`src/rtl/redmule_mx_decode_arbiter.sv`:
```
// Round-robin arbiter that lends the shared MX decoder to the X or W stream for
// one burst at a time, tracking issued and returned beats until the burst drains.
module redmule_mx_decode_arbiter #(
  parameter int unsigned BURST_W = 8
) (
  input  logic               clk_i,
  input  logic               rst_i,
  input  logic               clear_i,
  input  logic               mx_enable_i,
  input  logic [BURST_W-1:0] burst_len_i,
  input  logic               x_req_i,
  input  logic               w_req_i,
  input  logic               dec_in_fire_i,
  input  logic               dec_out_fire_i,
  output logic               sel_x_o,
  output logic               sel_w_o,
  output logic               target_is_x_o,
  output logic               target_is_w_o,
  output logic               busy_o,
  output logic               err_o
);

  typedef enum logic [2:0] {
    IDLE,
    GRANT_X,
    GRANT_W,
    DRAIN_X,
    DRAIN_W
  } state_e;

  state_e             state_q, state_d;
  logic [BURST_W-1:0] in_cnt_q, in_cnt_d;
  logic [BURST_W-1:0] out_cnt_q, out_cnt_d;
  logic [BURST_W-1:0] len_q, len_d;
  logic               prefer_w_q, prefer_w_d;
  logic               err_q, err_d;

  logic [BURST_W-1:0] eff_len;
  logic               in_inc, out_inc;
  logic [BURST_W-1:0] in_nxt, out_nxt;
  logic [BURST_W:0]   out_would_be;
  logic               grant_w;

  assign eff_len      = (burst_len_i == '0) ? BURST_W'(1) : burst_len_i;
  assign in_inc       = dec_in_fire_i && (in_cnt_q < len_q);
  assign out_inc      = dec_out_fire_i && (out_cnt_q < len_q);
  assign in_nxt       = in_cnt_q + BURST_W'(in_inc);
  assign out_nxt      = out_cnt_q + BURST_W'(out_inc);
  // Unsaturated view of the returned-beat count, used to flag over-delivery.
  assign out_would_be = {1'b0, out_cnt_q} + (BURST_W+1)'(dec_out_fire_i);
  assign grant_w      = w_req_i && (!x_req_i || prefer_w_q);

  always_comb begin
    state_d    = state_q;
    in_cnt_d   = in_cnt_q;
    out_cnt_d  = out_cnt_q;
    len_d      = len_q;
    prefer_w_d = prefer_w_q;
    err_d      = err_q;

    case (state_q)
      IDLE: begin
        if (dec_in_fire_i || dec_out_fire_i) err_d = 1'b1;
        if (mx_enable_i && (x_req_i || w_req_i)) begin
          state_d   = grant_w ? GRANT_W : GRANT_X;
          in_cnt_d  = '0;
          out_cnt_d = '0;
          len_d     = eff_len;
        end
      end
      GRANT_X, GRANT_W: begin
        in_cnt_d  = in_nxt;
        out_cnt_d = out_nxt;
        if (out_would_be > {1'b0, in_nxt}) err_d = 1'b1;
        if (in_inc && (in_nxt == len_q)) begin
          if (out_nxt == len_q) begin
            state_d    = IDLE;
            prefer_w_d = (state_q == GRANT_X);
          end else begin
            state_d = (state_q == GRANT_X) ? DRAIN_X : DRAIN_W;
          end
        end
      end
      DRAIN_X, DRAIN_W: begin
        out_cnt_d = out_nxt;
        if (dec_in_fire_i || (out_would_be > {1'b0, in_cnt_q})) err_d = 1'b1;
        if (out_inc && (out_nxt == len_q)) begin
          state_d    = IDLE;
          prefer_w_d = (state_q == DRAIN_X);
        end
      end
      default: state_d = IDLE;
    endcase
  end

  always_ff @(posedge clk_i) begin
    if (rst_i || clear_i) begin
      state_q    <= IDLE;
      in_cnt_q   <= '0;
      out_cnt_q  <= '0;
      len_q      <= BURST_W'(1);
      prefer_w_q <= 1'b0;
      err_q      <= 1'b0;
    end else begin
      state_q    <= state_d;
      in_cnt_q   <= in_cnt_d;
      out_cnt_q  <= out_cnt_d;
      len_q      <= len_d;
      prefer_w_q <= prefer_w_d;
      err_q      <= err_d;
    end
  end

  assign sel_x_o       = (state_q == GRANT_X);
  assign sel_w_o       = (state_q == GRANT_W);
  assign target_is_x_o = (state_q == GRANT_X) || (state_q == DRAIN_X);
  assign target_is_w_o = (state_q == GRANT_W) || (state_q == DRAIN_W);
  assign busy_o        = (state_q != IDLE);
  assign err_o         = err_q;

endmodule

```
`config.mk`:
```
export PLATFORM = sky130hd
export DESIGN_NAME = redmule_mx_decode_arbiter
export DESIGN_NICKNAME = d
export VERILOG_FILES = /design/src/rtl/redmule_mx_decode_arbiter.sv
export SDC_FILE = /design/constraint.sdc
export NUM_CORES = 1
export LEC_CHECK = 0
export ABC_CLOCK_PERIOD_IN_PS = 5500
export BUFFER_PORTS_ARGS = -buffer_cell sky130_fd_sc_hd__buf_2
export CAP_MARGIN = 10
export CORE_MARGIN = 1
export CORE_UTILIZATION = 63
export CTS_CLUSTER_SIZE = 24
export DETAILED_ROUTE_END_ITERATION = 10
export PLACE_DENSITY = 0.81
export SLEW_MARGIN = 30
export SYNTH_ARGS = -nofsm -noshare
export SYNTH_HDL_FRONTEND = slang
export SYNTH_SLANG_ARGS = --single-unit
export TNS_END_PERCENT = 1
```
`constraint.sdc`:
```
create_clock -name clk_i -period 5.5 [get_ports clk_i]
set_input_delay 1.375 -clock clk_i [delete_from_list [all_inputs] [get_ports clk_i]]
set_output_delay 1.375 -clock clk_i [all_outputs]
set_load 0.1 [all_outputs]
```
Word-level counts from Yosys, hierarchy flattened --
Cells that the tools add are included.
Word-level totals: register bits after elaboration 29, input bits 16
Cells by class: add/sub/neg operators 3, $lt $le $gt $ge 4, eq/ne operators 13, muxes and demuxes 19, reduce and logical (&&, ||, !) cells 30
Operator list (count):
- 8-bit one-hot mux with 2 select lines | 2
- 9-bit by 8-bit > comparator with 1-bit output | 2
- 8-bit by 1-bit adder with 8-bit output | 2
- 8-bit equality test | 2
- 8-bit less-than comparator | 2
- 8-bit 2-to-1 mux | 2
- 3-bit 2-to-1 mux | 5
- 2-bit inequality test (second input constant) | 7
- 8-bit by 1-bit adder with 9-bit output | 1
- 3-bit one-hot mux with 3 select lines | 1
- 8-bit logical NOT | 1
- 4-bit AND reduction | 2
- 1-bit logical OR | 7
- 3-bit by 2-bit equality test with 1-bit output (second input constant) | 2
- 1-bit logical AND | 6
- 1-bit 2-to-1 mux | 6
- 2-bit AND reduction | 3
- 2-bit nonzero test | 3
- 3-bit nonzero test | 2
- 2-bit OR reduction | 2
- 4-bit OR reduction | 1
- 3-bit by 1-bit equality test with 1-bit output (second input constant) | 1
- 3-bit equality test (second input constant) | 1
- 3-bit logical NOT | 1
- 5 further kinds | 5

Logic depth before layout (Yosys ltp) --
depth in word-level cells 7, mapped depth 16

Worst setup path after synthesis --
Ideal clock, no wire load.
path type input -> register, from in dec_in_fire_i, to reg prefer_w_q, setup time 0.070 ns, data arrival time 3.640 ns, required time 5.430 ns, setup slack 1.789 ns, cell stages on the path 12, cell sequence nand2b_1 > a221o_1 > a31oi_1 > ha_1 > ha_1 > nand3_1 > xnor2_1 > a2111oi_2 > o2111a_1 > a41oi_1 > or3_1 > a21oi_1
Between the ends: word-level cells in the longest chain between the ends 6
RTL lines:
- start: declaration | RTL line 13 | input logic dec_in_fire_i,
- 1-bit logical AND * | RTL line 45 | assign in_inc = dec_in_fire_i && (in_cnt_q < len_q);
- 8-bit by 1-bit adder with 8-bit output | RTL line 47 | assign in_nxt = in_cnt_q + BURST_W'(in_inc);
- 8-bit equality test | RTL line 75 | if (in_inc && (in_nxt == len_q)) begin
- 1-bit logical AND * | RTL line 75
- 2-bit inequality test (no line) *
- 4-bit AND reduction (no line) *
- end signal: assignment | RTL line 109 | prefer_w_q <= prefer_w_d;
- end: declaration | RTL line 35 | logic prefer_w_q, prefer_w_d;
Mark *: on every way between the ends. The rest lies on a longest branch, timed or not. A chain may end at the register's enable or synchronous reset.

Worst setup path after layout --
from in dec_in_fire_i, to reg state_q[0]
Between the ends: word-level cells in the longest chain between the ends 6
RTL lines:
- 1-bit logical AND * | RTL line 45
- 8-bit by 1-bit adder with 8-bit output | RTL line 47
- 8-bit equality test | RTL line 75
- 1-bit logical AND * | RTL line 75
- 2-bit inequality test (no line) *
- 3-bit AND reduction (no line) *
- end signal: assignment | RTL line 105 | state_q <= state_d;
- end: declaration | RTL line 31 | state_e state_q, state_d;
Marks and branches as above.

==> flow_summary.toml <==
[detailed_routing]
post_drt_wl_per_cell_um = 16.7
dr_wl_met3_um = 474
highest_layer = "met4"
wl_met1_mm = 3.01
wirelength_mm = 6.87
drc_errors = 0
wl_met2_mm = 3.21
ant_nets = 0
drtPass1Iterations = 5
viasPerCell = 6.30
drt-initial-drc-count = 195
num_vias = 2597

[job]
cap_violations = 0

[sta]
timing.setup.tns_ps = 0
final_max_slew_viol_count = 0
finalCritPeriodShare = 0.721
rsz0062_at_grt = "no"
period_needed_ps = 3970
max_slew_margin = 0.391
hold_violations = 0
setup_violations = 0
clock_skew_ps = 6.91
fin_ws_ps = 1530
fmax_mhz = 252
worst_pin_slew_ps = 911

[synthesis]
yosysTopAreaCell = "dfxtp_1"
synth_cells = 345
synth_edf_count = 0
synth.top_cell.area_share = 0.215
async_flop_share = 0
yosysUniqueCellTypes = 52
syn-cell-area_mm2 = 0.00270
seq_area_frac_synth = 0.215
synth_top_flop_cell = "dfxtp_1"
synth_area_per_cell_um2 = 7.82
synth_nets = 397
yosys_warnings = 0
ys_top_cells_by_area = "dfxtp_1 22%, ha_1 17%, xnor2_1 6.5%"
synth-seq-cells = 29

[clock_network]
cts_tree = "done"
cts.clk_slew.worst_paths_ps = 70
clkLatencyLatePin_ps = 290
htreeDepth = 2
cts_max_path_buffers = 2
post_cts_resized = 0
cts-root-buf = "clkbuf_8"
post_cts_buffers = 0
cts_buffers = 5
hold_buffers = 0
cts_sinks = 29

[cells_and_area]
layout_commonest_cell = "nor2_1"
syn2layout_area_growth_pct = 8.07
final_area_mm2 = 0.00292
drive_gt1_frac = 0.105
layout_common_cells = "38 x nor2_1, 36 x ha_1, 30 x nand2_1, 29 x dfxtp_1, 28 x a21oi_1"
diodes = 0
fill_cells = 347
fin_nets = 413

[pwr]
ir_drop_mv = 0.169
switching_share = 0.372
total_power_mw = 0.653
intPower_mw = 0.410
power_density_mw_per_mm2 = 224
power_frac_comb = 0.306
total_leakage_power_nw = 1.21
p_clk_frac = 0.347
p_sw_mw = 0.243
seqPwrFrac = 0.347

[die]
die_area_mm2 = 0.00455
rows = 23
ios = 22
coreArea_mm2 = 0.00406
die_y_um = 67.4
fp.dieW_um = 67.4
floorplan.initialDensity = 0.665

[setup_path]
critPathLaunchType = "primary input"
cp_data_arrival_time_ps = 4170
reg2reg_depth = 14
path_class = "primary input to flip-flop"
max_stage_delay_ps = 380
crit_slowest_cell = "a2111oi_2"
rr_endpoint = "state_q[0]"
rr_startpoint = "len_q[5]"
cp.required_ps = 5710
crit_path_end_kind = "flip-flop"
crit_fanout = 6
crit_top_cell = "ha_1"
regToRegSetupSlack_ps = 1610
path_cells = "buf_2 > nand2b_1 > a221o_1 > a31oi_1 > ha_1 > ha_1 > xnor3_1 > nand3_1 > a2111oi_2 > o2111a_1 > and3_2 > o221ai_1 > a2bb2oi_1"

[status]
status = "completed"

[global_route]
antenna_found_initial = 0
grt_overflow = 0
grt_max_degree = 26
grt_pass1_vias = 2478
grt_usage = 0.341
grt_first_pass_wirelength_mm = 11.4

[hold_path]
holdPathStages = 2
min_path_type = "flip-flop to flip-flop"
worstHoldEndpoint = "err_o"
hp-start = "err_o"

[placed_design]
portBuffers = 21
place_area_mm2 = 0.00280
dp_hpwl_mm = 5.32
pre_cts_slack_ps = 1360
place_congestion = 0.995
[area by class of cell]
class                           count  area [µm²]  area share
Inverter                           22        82.6      0.0283
Tap cell                           50        62.6      0.0215
Clock inverter                      3        46.3      0.0159
Multi-Input combinational cell    282        1970       0.676
Sequential cell                    29         581       0.199
Timing Repair Buffer               21         105      0.0361
Clock buffer                        5        68.8      0.0236
[worst max path at each step]
stage / from / end / slack (ps)
6_report: dec_in_fire_i / state_q[0] / 1530
5_1_grt: dec_in_fire_i / err_o / 1340
4_1_cts: dec_in_fire_i / state_q[0] / 1600
3_5_place_dp: dec_in_fire_i / prefer_w_q / 1360
3_3_place_gp: dec_in_fire_i / state_q[0] / 1450
2_1_floorplan: dec_in_fire_i / prefer_w_q / 1790
[routing by layer]
metal | vias up | global-route usage
li1 | 1279 | -
met1 | 1196 | 0.430
met2 | 108 | 0.555
met3 | 14 | 0.0659
met4 | 0 | 0.160
met5 | - | 0
[power by group through the flow]
stage / logic, mW / registers, mW / clock network [mW]
floorplan: 0.150 / 0.231 / 0
global placement: 0.193 / 0.231 / 0
detailed placement: 0.195 / 0.231 / 0
CTS: 0.197 / 0.226 / 0.231
global route: 0.216 / 0.227 / 0.240
finish: 0.200 / 0.226 / 0.227
[sequential cells by signal, summed over array words and instances (netlist names)]
| signal | flops |
|---|---|
| err_o | 1 |
| in_cnt_q | 8 |
| len_q | 8 |
| out_cnt_q | 8 |
| prefer_w_q | 1 |
| state_q | 3 |
[worst max-delay path: cells and delay by family]
family                   cells  cell delay (ps)
XOR/XNOR                     1              180
AND/OR/NAND/NOR              3              430
adder cells (fa/ha/maj)      2              570
buffers and inverters        1              110
AO/OA/AOI/OAI                6             1520
[cell usage after synthesis, drive strengths merged, types with 5 or more instances]
| master | number |
|---|---|
| a21o | 6 |
| a21oi | 28 |
| buf | 6 |
| clkbuf | 6 |
| dfxtp | 29 |
| ha | 36 |
| inv | 22 |
| nand2 | 30 |
| nand2b | 7 |
| nand3 | 12 |
| nand4 | 7 |
| nor2 | 38 |
| nor4 | 5 |
| o21a | 7 |
| o21ai | 16 |
| o22ai | 6 |
| xnor2 | 20 |
| xor2 | 8 |
[through the flow]
| step | hold slack (ps) | std cells | util |
|---|---|---|---|
| 2_1_floorplan | 462 | 345 | - |
| 3_3_place_gp | 435 | 404 | 0.690 |
| 3_5_place_dp | 443 | 404 | 0.690 |
| 4_1_cts | 459 | 412 | 0.718 |
| 5_1_grt | 477 | 412 | 0.718 |
| 6_report | 455 | 412 | 0.718 |
[cell families after synthesis]
kind of cell | synth area share
AND/OR/NAND/NOR | 0.231
adder cells (fa/ha/maj) | 0.167
XOR/XNOR | 0.108
AO/OA/AOI/OAI | 0.224
buffers and inverters | 0.0547
flip-flops | 0.215
Power figures use the tool's default switching activity.
